===== src/rtl/commit_pkg.sv =====
// Shared constants and types for the in-order writeback/commit block.
package commit_pkg;

  // Default field widths of one commit slot.
  localparam int DATA_W    = 16;
  localparam int REGADDR_W = 4;
  localparam int TAG_W     = 6;

  // Completion port indices; a lower index wins a same-tag collision.
  localparam int NUM_PORTS = 3;
  localparam int PORT_ALU0 = 0;
  localparam int PORT_ALU1 = 1;
  localparam int PORT_MEM  = 2;

  // Layout of one slot at the default widths.
  typedef struct packed {
    logic                 valid;
    logic                 regwrite;
    logic [REGADDR_W-1:0] regaddr;
    logic [DATA_W-1:0]    data;
  } commit_slot_t;

endpackage


===== src/rtl/commit_slot_array.sv =====
// Tag-indexed result buffer: three write ports, one combinational read
// port and a single valid-clear port used by retirement.
module commit_slot_array
  import commit_pkg::*;
#(
  parameter int DATA_W    = commit_pkg::DATA_W,
  parameter int REGADDR_W = commit_pkg::REGADDR_W,
  parameter int TAG_W     = commit_pkg::TAG_W,
  parameter int NUM_WR    = NUM_PORTS
) (
  input  logic                              clk,
  input  logic                              clk_en_i,
  input  logic                              sync_rst_i,
  input  logic [NUM_WR-1:0]                 wr_en_i,
  input  logic [NUM_WR-1:0][TAG_W-1:0]      wr_tag_i,
  input  logic [NUM_WR-1:0]                 wr_regwrite_i,
  input  logic [NUM_WR-1:0][REGADDR_W-1:0]  wr_regaddr_i,
  input  logic [NUM_WR-1:0][DATA_W-1:0]     wr_data_i,
  input  logic                              clr_en_i,
  input  logic [TAG_W-1:0]                  clr_tag_i,
  input  logic [TAG_W-1:0]                  rd_tag_i,
  output logic                              rd_valid_o,
  output logic                              rd_regwrite_o,
  output logic [REGADDR_W-1:0]              rd_regaddr_o,
  output logic [DATA_W-1:0]                 rd_data_o,
  output logic [(1<<TAG_W)-1:0]             valid_o
);

  localparam int SLOTS = 1 << TAG_W;
  localparam int PAY_W = 1 + REGADDR_W + DATA_W;

  // Payload carries no reset; only the valid bits need clearing.
  logic [PAY_W-1:0] payload_q [SLOTS];
  logic [SLOTS-1:0] valid_vec;

  genvar gi;
  generate
    for (gi = 0; gi < SLOTS; gi++) begin : g_valid
      logic slot_valid_q;
      logic set_hit;

      // Does any write port target this slot this cycle?
      always_comb begin
        set_hit = 1'b0;
        for (int p = 0; p < NUM_WR; p++) begin
          if (wr_en_i[p] && (wr_tag_i[p] == TAG_W'(gi))) set_hit = 1'b1;
        end
      end

      // Per-slot valid bit: set by capture, cleared by retirement.
      always_ff @(posedge clk) begin
        if (sync_rst_i) begin
          slot_valid_q <= 1'b0;
        end else if (clk_en_i) begin
          if (set_hit) begin
            slot_valid_q <= 1'b1;
          end else if (clr_en_i && (clr_tag_i == TAG_W'(gi))) begin
            slot_valid_q <= 1'b0;
          end
        end
      end

      assign valid_vec[gi] = slot_valid_q;
    end
  endgenerate

  // Payload capture; the caller guarantees distinct tags across ports.
  always_ff @(posedge clk) begin
    if (clk_en_i) begin
      for (int p = 0; p < NUM_WR; p++) begin
        if (wr_en_i[p]) begin
          payload_q[wr_tag_i[p]] <= {wr_regwrite_i[p], wr_regaddr_i[p], wr_data_i[p]};
        end
      end
    end
  end

  assign valid_o       = valid_vec;
  assign rd_valid_o    = valid_vec[rd_tag_i];
  assign rd_regwrite_o = payload_q[rd_tag_i][PAY_W-1];
  assign rd_regaddr_o  = payload_q[rd_tag_i][DATA_W +: REGADDR_W];
  assign rd_data_o     = payload_q[rd_tag_i][DATA_W-1:0];

endmodule


===== src/rtl/writeback_commit.sv =====
// In-order writeback/commit: buffers tagged completions and retires them
// one per cycle in tag order onto the register-file write and bypass path.
module writeback_commit
  import commit_pkg::*;
#(
  parameter int DATABITWIDTH    = DATA_W,
  parameter int REGADDRBITWIDTH = REGADDR_W,
  parameter int TAGBITWIDTH     = TAG_W
) (
  input  logic                       clk,
  input  logic                       clk_en,
  input  logic                       sync_rst,
  input  logic                       TagREQ,
  input  logic                       ALU0_Valid,
  input  logic [TAGBITWIDTH-1:0]     ALU0_Tag,
  input  logic                       ALU0_RegWriteEn,
  input  logic [REGADDRBITWIDTH-1:0] ALU0_RegAddr,
  input  logic [DATABITWIDTH-1:0]    ALU0_Data,
  input  logic                       ALU1_Valid,
  input  logic [TAGBITWIDTH-1:0]     ALU1_Tag,
  input  logic                       ALU1_RegWriteEn,
  input  logic [REGADDRBITWIDTH-1:0] ALU1_RegAddr,
  input  logic [DATABITWIDTH-1:0]    ALU1_Data,
  input  logic                       Mem_Valid,
  input  logic [TAGBITWIDTH-1:0]     Mem_Tag,
  input  logic                       Mem_RegWriteEn,
  input  logic [REGADDRBITWIDTH-1:0] Mem_RegAddr,
  input  logic [DATABITWIDTH-1:0]    Mem_Data,
  output logic                       Write_En,
  output logic [REGADDRBITWIDTH-1:0] Write_Address,
  output logic [DATABITWIDTH-1:0]    Write_Data,
  output logic                       Forward1Valid,
  output logic [REGADDRBITWIDTH-1:0] Forward1RegAddr,
  output logic [DATABITWIDTH-1:0]    Forward1Data,
  output logic [TAGBITWIDTH-1:0]     RetireTag,
  output logic [TAGBITWIDTH:0]       TagsOutstanding,
  output logic                       CommitFullStall,
  output logic                       CommitError
);

  localparam int SLOTS = 1 << TAGBITWIDTH;
  localparam logic [TAGBITWIDTH:0] FULL_CNT = (TAGBITWIDTH+1)'(SLOTS);

  logic [TAGBITWIDTH-1:0] issue_ptr_q, issue_ptr_d;
  logic [TAGBITWIDTH-1:0] retire_ptr_q, retire_ptr_d;
  logic [TAGBITWIDTH:0]   outstanding_q, outstanding_d;
  logic                   error_q, error_d;

  // Completion ports gathered into index-addressable vectors.
  logic [NUM_PORTS-1:0]                      cmp_valid;
  logic [NUM_PORTS-1:0][TAGBITWIDTH-1:0]     cmp_tag;
  logic [NUM_PORTS-1:0]                      cmp_regwrite;
  logic [NUM_PORTS-1:0][REGADDRBITWIDTH-1:0] cmp_regaddr;
  logic [NUM_PORTS-1:0][DATABITWIDTH-1:0]    cmp_data;

  assign cmp_valid[PORT_ALU0]    = ALU0_Valid;
  assign cmp_tag[PORT_ALU0]      = ALU0_Tag;
  assign cmp_regwrite[PORT_ALU0] = ALU0_RegWriteEn;
  assign cmp_regaddr[PORT_ALU0]  = ALU0_RegAddr;
  assign cmp_data[PORT_ALU0]     = ALU0_Data;
  assign cmp_valid[PORT_ALU1]    = ALU1_Valid;
  assign cmp_tag[PORT_ALU1]      = ALU1_Tag;
  assign cmp_regwrite[PORT_ALU1] = ALU1_RegWriteEn;
  assign cmp_regaddr[PORT_ALU1]  = ALU1_RegAddr;
  assign cmp_data[PORT_ALU1]     = ALU1_Data;
  assign cmp_valid[PORT_MEM]     = Mem_Valid;
  assign cmp_tag[PORT_MEM]       = Mem_Tag;
  assign cmp_regwrite[PORT_MEM]  = Mem_RegWriteEn;
  assign cmp_regaddr[PORT_MEM]   = Mem_RegAddr;
  assign cmp_data[PORT_MEM]      = Mem_Data;

  logic [SLOTS-1:0]           slot_valid;
  logic                       head_valid;
  logic                       head_regwrite;
  logic [REGADDRBITWIDTH-1:0] head_regaddr;
  logic [DATABITWIDTH-1:0]    head_data;

  logic [NUM_PORTS-1:0] in_window;
  logic [NUM_PORTS-1:0] dup_hit;
  logic [NUM_PORTS-1:0] collide;
  logic [NUM_PORTS-1:0] accept;
  logic [NUM_PORTS-1:0] violate;

  logic full;
  logic issue;
  logic retire;

  // Window and duplicate screening per port. The window is measured as the
  // modular distance from the head, so pointer wrap needs no special case.
  genvar gi;
  generate
    for (gi = 0; gi < NUM_PORTS; gi++) begin : g_port
      logic [TAGBITWIDTH-1:0] offset;
      assign offset        = cmp_tag[gi] - retire_ptr_q;
      assign in_window[gi] = {1'b0, offset} < outstanding_q;
      assign dup_hit[gi]   = slot_valid[cmp_tag[gi]];
    end
  endgenerate

  // Same-tag collisions: a port loses to any valid lower-index port.
  always_comb begin
    collide = '0;
    for (int p = 1; p < NUM_PORTS; p++) begin
      for (int q = 0; q < p; q++) begin
        if (cmp_valid[q] && (cmp_tag[q] == cmp_tag[p])) collide[p] = 1'b1;
      end
    end
  end

  assign accept  = cmp_valid & in_window & ~dup_hit & ~collide;
  assign violate = cmp_valid & ~accept;

  assign full   = (outstanding_q == FULL_CNT);
  assign issue  = TagREQ & ~full;
  assign retire = head_valid & ((outstanding_q != '0) | TagREQ);

  commit_slot_array #(
    .DATA_W    (DATABITWIDTH),
    .REGADDR_W (REGADDRBITWIDTH),
    .TAG_W     (TAGBITWIDTH),
    .NUM_WR    (NUM_PORTS)
  ) u_slots (
    .clk           (clk),
    .clk_en_i      (clk_en),
    .sync_rst_i    (sync_rst),
    .wr_en_i       (accept),
    .wr_tag_i      (cmp_tag),
    .wr_regwrite_i (cmp_regwrite),
    .wr_regaddr_i  (cmp_regaddr),
    .wr_data_i     (cmp_data),
    .clr_en_i      (retire),
    .clr_tag_i     (retire_ptr_q),
    .rd_tag_i      (retire_ptr_q),
    .rd_valid_o    (head_valid),
    .rd_regwrite_o (head_regwrite),
    .rd_regaddr_o  (head_regaddr),
    .rd_data_o     (head_data),
    .valid_o       (slot_valid)
  );

  // Next state of pointers, outstanding count and the sticky error flag.
  always_comb begin
    issue_ptr_d   = issue_ptr_q + TAGBITWIDTH'(issue);
    retire_ptr_d  = retire_ptr_q + TAGBITWIDTH'(retire);
    outstanding_d = outstanding_q + (TAGBITWIDTH+1)'(issue) - (TAGBITWIDTH+1)'(retire);
    error_d       = error_q | (|violate) | (TagREQ & full);
  end

  // Control state register; reset wins over the clock enable.
  always_ff @(posedge clk) begin
    if (sync_rst) begin
      issue_ptr_q   <= '0;
      retire_ptr_q  <= '0;
      outstanding_q <= '0;
      error_q       <= 1'b0;
    end else if (clk_en) begin
      issue_ptr_q   <= issue_ptr_d;
      retire_ptr_q  <= retire_ptr_d;
      outstanding_q <= outstanding_d;
      error_q       <= error_d;
    end
  end

  // issue_ptr_q tracks the window end; the window itself is derived from
  // the count, so the pointer only feeds itself.
  logic unused_issue_ptr;
  assign unused_issue_ptr = ^issue_ptr_q;

  assign Write_En        = head_valid & head_regwrite;
  assign Write_Address   = head_valid ? head_regaddr : '0;
  assign Write_Data      = head_valid ? head_data : '0;
  assign Forward1Valid   = Write_En;
  assign Forward1RegAddr = Write_Address;
  assign Forward1Data    = Write_Data;
  assign RetireTag       = retire_ptr_q;
  assign TagsOutstanding = outstanding_q;
  assign CommitFullStall = full;
  assign CommitError     = error_q;

endmodule


===== config.mk =====
export PLATFORM = sky130hd
export DESIGN_NAME = writeback_commit
export DESIGN_NICKNAME = d
export VERILOG_FILES = /design/src/rtl/commit_pkg.sv /design/src/rtl/commit_slot_array.sv /design/src/rtl/writeback_commit.sv
export SDC_FILE = /design/constraint.sdc
export NUM_CORES = 2
export LEC_CHECK = 0
export CORE_ASPECT_RATIO = 1.2
export CORE_MARGIN = 2
export CORE_UTILIZATION = 50
export CTS_CLUSTER_DIAMETER = 30
export DETAILED_ROUTE_END_ITERATION = 10
export HOLD_SLACK_MARGIN = 0.15
export PLACE_DENSITY = 0.73
export REMOVE_ABC_BUFFERS = 1
export SLEW_MARGIN = 20
export SYNTH_ARGS = -nofsm -noshare
export SYNTH_HDL_FRONTEND = slang
export SYNTH_SLANG_ARGS = --single-unit

===== constraint.sdc =====
create_clock -name clk -period 8.9 [get_ports clk]
set_input_delay 1.78 -clock clk [delete_from_list [all_inputs] [get_ports clk]]
set_output_delay 1.78 -clock clk [all_outputs]
set_load 0.01 [all_outputs]

# After elaboration in Yosys (flattened, before gate mapping)
# Memories as Yosys holds them, arrays and structs flattened. A register that Yosys moved wholly into a read port is not among the register bits.
# Index checks and enable logic that the tools add are counted.
# word_totals
out_inout_bits,57
reg_bits,78
elab_cells,1089
ram_bits,1344
mem_count,1
inputBits,88
# mem_list
memory,words,word_bits,read_ports,rd_clocked_by_memory_dff,wr,line,rtl
u_slots.payload_q,64,21,1,1,3,commit_slot_array.sv:33,logic [PAY_W-1:0] payload_q [SLOTS];
# classes
n_eq_ne,256
n_lt_le_gt_ge,7
reduce_logical,393
n_addsub,6
n_bitwise,15
n_mux,344
# ops
operator,count
$eq A6 B6 Y1 const B,128
$eq A6 B5 Y1 const B,64
$mux W1,336
$logic_and A1 B1 Y1,259
$eq A6 B4 Y1 const B,32
$reduce_and A2 Y1,64
$reduce_bool A2 Y1,64
$eq A6 B3 Y1 const B,16
$eq A6 B2 Y1 const B,8
$lt A6 B7 Y1 const B,4
$bmux W1 S6,4
$eq A6 B1 Y1 const B,4
$logic_not A6 Y1,4
$lt A6 B7 Y1,3
$eq A6 B6 Y1,3
$sub A6 B6 Y6,3
$mux W16,1
$and A3 B3 Y3,4
$mux W6,2
$not A3 Y3,3
$add A7 B1 Y7,1
$eq A7 B7 Y1 const B,1
$reduce_bool A7 Y1,1
$sub A7 B1 Y7,1
6 further kinds,11

# Depth between registers and ports, before layout
# logic_depth
ltp_word,12
mapped_depth,22
mapped_depth_nobuf,19

# Modules after synthesis
# From an unflattened synthesis, not the netlist that was laid out.
# unflattened
hier_cells,8396
hier_area_um2,89298.1
# by_module_without_submodules
module,area_each_um2,cells_each,instances,seq_area_each_um2
commit_slot_array,85351.9,7961,1,41639.9
writeback_commit,3946.3,435,1,280.3

# Worst setup path before layout
# OpenSTA, ideal clock, no wires.
# synth_path
path_kind,input port to flip-flop
start,input port Mem_Tag[0]
end,"memory u_slots.payload_q[25][0] (netlist bit), enable pin"
setup_ns,0.406
slack_ns,2.406
arrival_ns,6.088
stages,20
required_time_ns,8.494
path_buffers,5
cell_sequence,buf_6 buf_4 inv_1 ha_1 inv_1 fa_1 a21o_1 a21oi_1 xnor2_1 ha_1 and4b_1 o221ai_1 o311a_1 nand4_2 buf_6 buf_4 nor2_4 buf_1 nand2_1 a21oi_1
# synth_lines
element,line,rtl
from (decl),writeback_commit.sv:25,"input logic [TAGBITWIDTH-1:0] Mem_Tag,"
to (decl),commit_slot_array.sv:33,

==> impl_metrics.env <==
export IMPL_status="complete, no violations"
export IMPL_rsz0062_at_grt="no"
export IMPL_dp_slack_ns=1.49
export IMPL_cts_buffers=324
export IMPL_seq_area_frac_synth=0.467
export IMPL_drt_initial_drc_count=13300
export IMPL_critPathArrivalTime_ns=5.42
export IMPL_end_kind="output pin"
export IMPL_die_width_um=391
export IMPL_dp_hpwl_um=231000
export IMPL_overflow=0
export IMPL_clock_path_buffers=4
export IMPL_avgSynthCellArea_um2=10.4
export IMPL_slew_viol_final=0
export IMPL_hold_class="reg2reg"
export IMPL_cp_num_buf_inv=2
export IMPL_comb_power_share=0.080
export IMPL_grt_met3_usage=0.141
export IMPL_grt_use_met2=0.581
export IMPL_routed_via_density=7.05
export IMPL_grtUsageMet1=0.488
export IMPL_synth_edf_count=1344
export IMPL_cts_hold_buf=0
export IMPL_p_per_area_nw_per_um2=206
export IMPL_die_y_um=469
export IMPL_power_frac_seq=0.349
export IMPL_wire_per_inst_um=34.2
export IMPL_fillers=14100
export IMPL_cp_start_kind="flip-flop"
export IMPL_synth_area_leaders="edfxtp_1 45%, mux4_2 12%, mux2i_1 11%"
export IMPL_drt_pre_antenna_iters=10
export IMPL_cap_violations=0
export IMPL_cts_reportedPaths_clkPinSlew_ns=0.04
export IMPL_port_buffers=144
export IMPL_drive_gt1_frac=0.181
export IMPL_grt_pass1_wl_um=528000
export IMPL_clock_latency_ns=0.97
export IMPL_ys_flop_type="edfxtp_1"
export IMPL_cp_cell_sequence="buf_4 -> mux4_2 -> mux4_2 -> mux4_2 -> nor2b_1 -> clkdlybuf4s50_1"
export IMPL_yosysWarnings=0
export IMPL_hold_viol=0
export IMPL_ios=145
export IMPL_drc_errors=0
export IMPL_worstPathMaxFanout=35
export IMPL_max_freq_mhz=139
export IMPL_netlist_instances=8653
export IMPL_p_sw_frac=0.247
export IMPL_period_share=0.809
export IMPL_fin_ws_ns=1.70
export IMPL_crit_type="reg2out"
export IMPL_cts_setup_buffers=0
export IMPL_area_growth_syn_to_layout_pct=15.2
export IMPL_period_needed_ns=7.20
export IMPL_antenna_found_initial=40
export IMPL_gr_max_usage_layer="met2"
export IMPL_relSlewSlack=0.131
export IMPL_p_sw_mw=5.28
export IMPL_h_tree_depth=5
export IMPL_dieArea_um2=183000
export IMPL_cts_sinks=1428
export IMPL_yosysTopAreaCellShare=0.448
export IMPL_core_area_um2=179000
export IMPL_vias=77200
export IMPL_peakVddDrop_mv=0.152
export IMPL_worstPathRequired_ns=7.12
export IMPL_intPower_mw=16.1
export IMPL_synth_cell_types=67
export IMPL_p_leak_nw=33.5
export IMPL_yosys_top_cells_count="1344 x edfxtp_1, 1282 x nand2_1, 1110 x nor2_1"
export IMPL_critical_path_max_stage_delay_ns=1.01
export IMPL_finalSetupTns_ns=0
export IMPL_setup_viol_count_final=0
export IMPL_multi_input_area_um2=43800
export IMPL_critPathMostFrequentCell="mux4_2"
export IMPL_grt_start_max_net_pins=71
export IMPL_grt_pass1_vias=74300
export IMPL_syn_cell_area_um2=90000
export IMPL_wl_um=374000
export IMPL_cts_tree="yes"
export IMPL_fin_worst_skew_ns=0.0619
export IMPL_yosysTopAreaCell="edfxtp_1"
export IMPL_num_rows=170
export IMPL_floorplan_initialDensity=0.503
export IMPL_critPathTopFamily="multiplexers"
export IMPL_synth_seq_cells=1428
export IMPL_regArea_um2=42100
export IMPL_dpl_cell_area_um2=92600
export IMPL_layout_nets=8410
export IMPL_p_clk_frac=0.571
export IMPL_yosysMostFrequentCell="edfxtp_1"
export IMPL_cts_root_buffer="clkbuf_16"
export IMPL_gp_congestion=1.04
export IMPL_tightest_slew_ns=1.29
export IMPL_crit_slowest_cell="dfxtp_4"
export IMPL_cts_resized=0
export IMPL_ant_nets=0
export IMPL_async_flop_share=0
export IMPL_fin_area_um2=104000
export IMPL_track_usage=0.399
[final cells by class]
cell class | instances | area share
well taps | 2408 | 0.0291
diodes | 19 | 0.000459
inverters | 57 | 0.00206
repair buffers | 439 | 0.0350
clock inverters | 214 | 0.0245
multi-input cells | 6027 | 0.422
clock buffers | 361 | 0.0809
flip-flops and latches | 1428 | 0.406
[power by group through the flow]
stage          registers (mW)  logic (mW)  clock network [mW]
6_report                 7.45        1.70                12.2
5_1_grt                  7.45        1.75                12.5
4_1_cts                  7.45        1.62                12.2
3_5_place_dp             7.57        1.61                   0
3_3_place_gp             7.57        1.56                   0
2_1_floorplan            7.57       0.700                   0
[logic make-up after synthesis]
group | count (synthesis) | share of synthesized area
xor+xnor | 39 | 0.00380
fa+ha+maj | 45 | 0.00659
flops | 1428 | 0.467
simple gates | 2833 | 0.134
mux | 1478 | 0.233
compound gates | 1632 | 0.100
buf+inv | 1198 | 0.0553
[worst paths after layout]
path,slack [ns],cells after the start,to,from
max,1.70,6,Write_Data[6],flip-flop
min,0.51,2,CommitError,CommitError
max reg2reg,2.76,18,u_slots.payload_q[44][7],RetireTag[1]
min reg2reg,0.51,2,CommitError,CommitError
[through the flow]
stage | util | hold WS [ns] | cells | total power [mW]
finish | 0.580 | 0.506 | 11000 | 21.4
global route | 0.579 | 0.526 | 10900 | 21.7
CTS | 0.579 | 0.507 | 10900 | 21.2
detailed placement | 0.518 | 0.496 | 10400 | 9.18
global placement | 0.518 | 0.488 | 10400 | 9.13
floorplan | - | 0.476 | 7512 | 8.27
[worst reg2reg max path, cell delays in order, from the launching register on]
cell and delay [ns]:
dfxtp_1 0.30, buf_4 0.35, inv_1 0.32, ha_1 0.35
a21o_1 0.15, a21o_1 0.19, a21o_1 0.19, a21oi_1 0.18
xnor2_1 0.15, ha_1 0.26, and4b_1 0.21, o221ai_1 0.07
o311a_1 0.24, and4_2 0.66, buf_4 0.43, buf_4 0.41
nand3_2 0.86, nor2_1 0.43, a21oi_1 0.09
[routing by layer]
metal | share of wire | vias to the layer above
met4 | 0.088 | 42
met5 | 0.0012 | -
li1 | - | 31100
met3 | 0.15 | 1700
met1 | 0.33 | 37100
met2 | 0.43 | 7267
[state kept, by name (all words and copies together) (netlist names), named ones only]
name / count
CommitError: 1
u_slots.payload_q: 1344
u_slots.g_valid.slot_valid_q: 64
RetireTag: 6
TagsOutstanding: 7
[cells in the final DEF (no fill, tap or decap), types with 36 or more instances in the layout]
master / Yosys / final
edfxtp_1: 1344 / 1344
mux4_2: 489 / 489
clkinv_2: 0 / 59
bufinv_16: 0 / 51
clkinv_1: 1 / 37
nor3_1: 54 / 42
mux2i_1: 968 / 968
o21ai_0: 308 / 307
nor4_4: 1 / 39
nand2_1: 1282 / 1281
ha_1: 41 / 41
dfxtp_1: 84 / 79
a31oi_1: 442 / 440
clkbuf_16: 0 / 330
nand3_1: 53 / 36
o21ai_1: 116 / 116
clkdlybuf4s50_1: 0 / 76
inv_1: 55 / 53
buf_4: 36 / 346
clkinvlp_4: 0 / 36
nor4_1: 102 / 88
nor2_1: 1110 / 1093
a21oi_1: 649 / 635
Power figures use the tool's default switching activity.
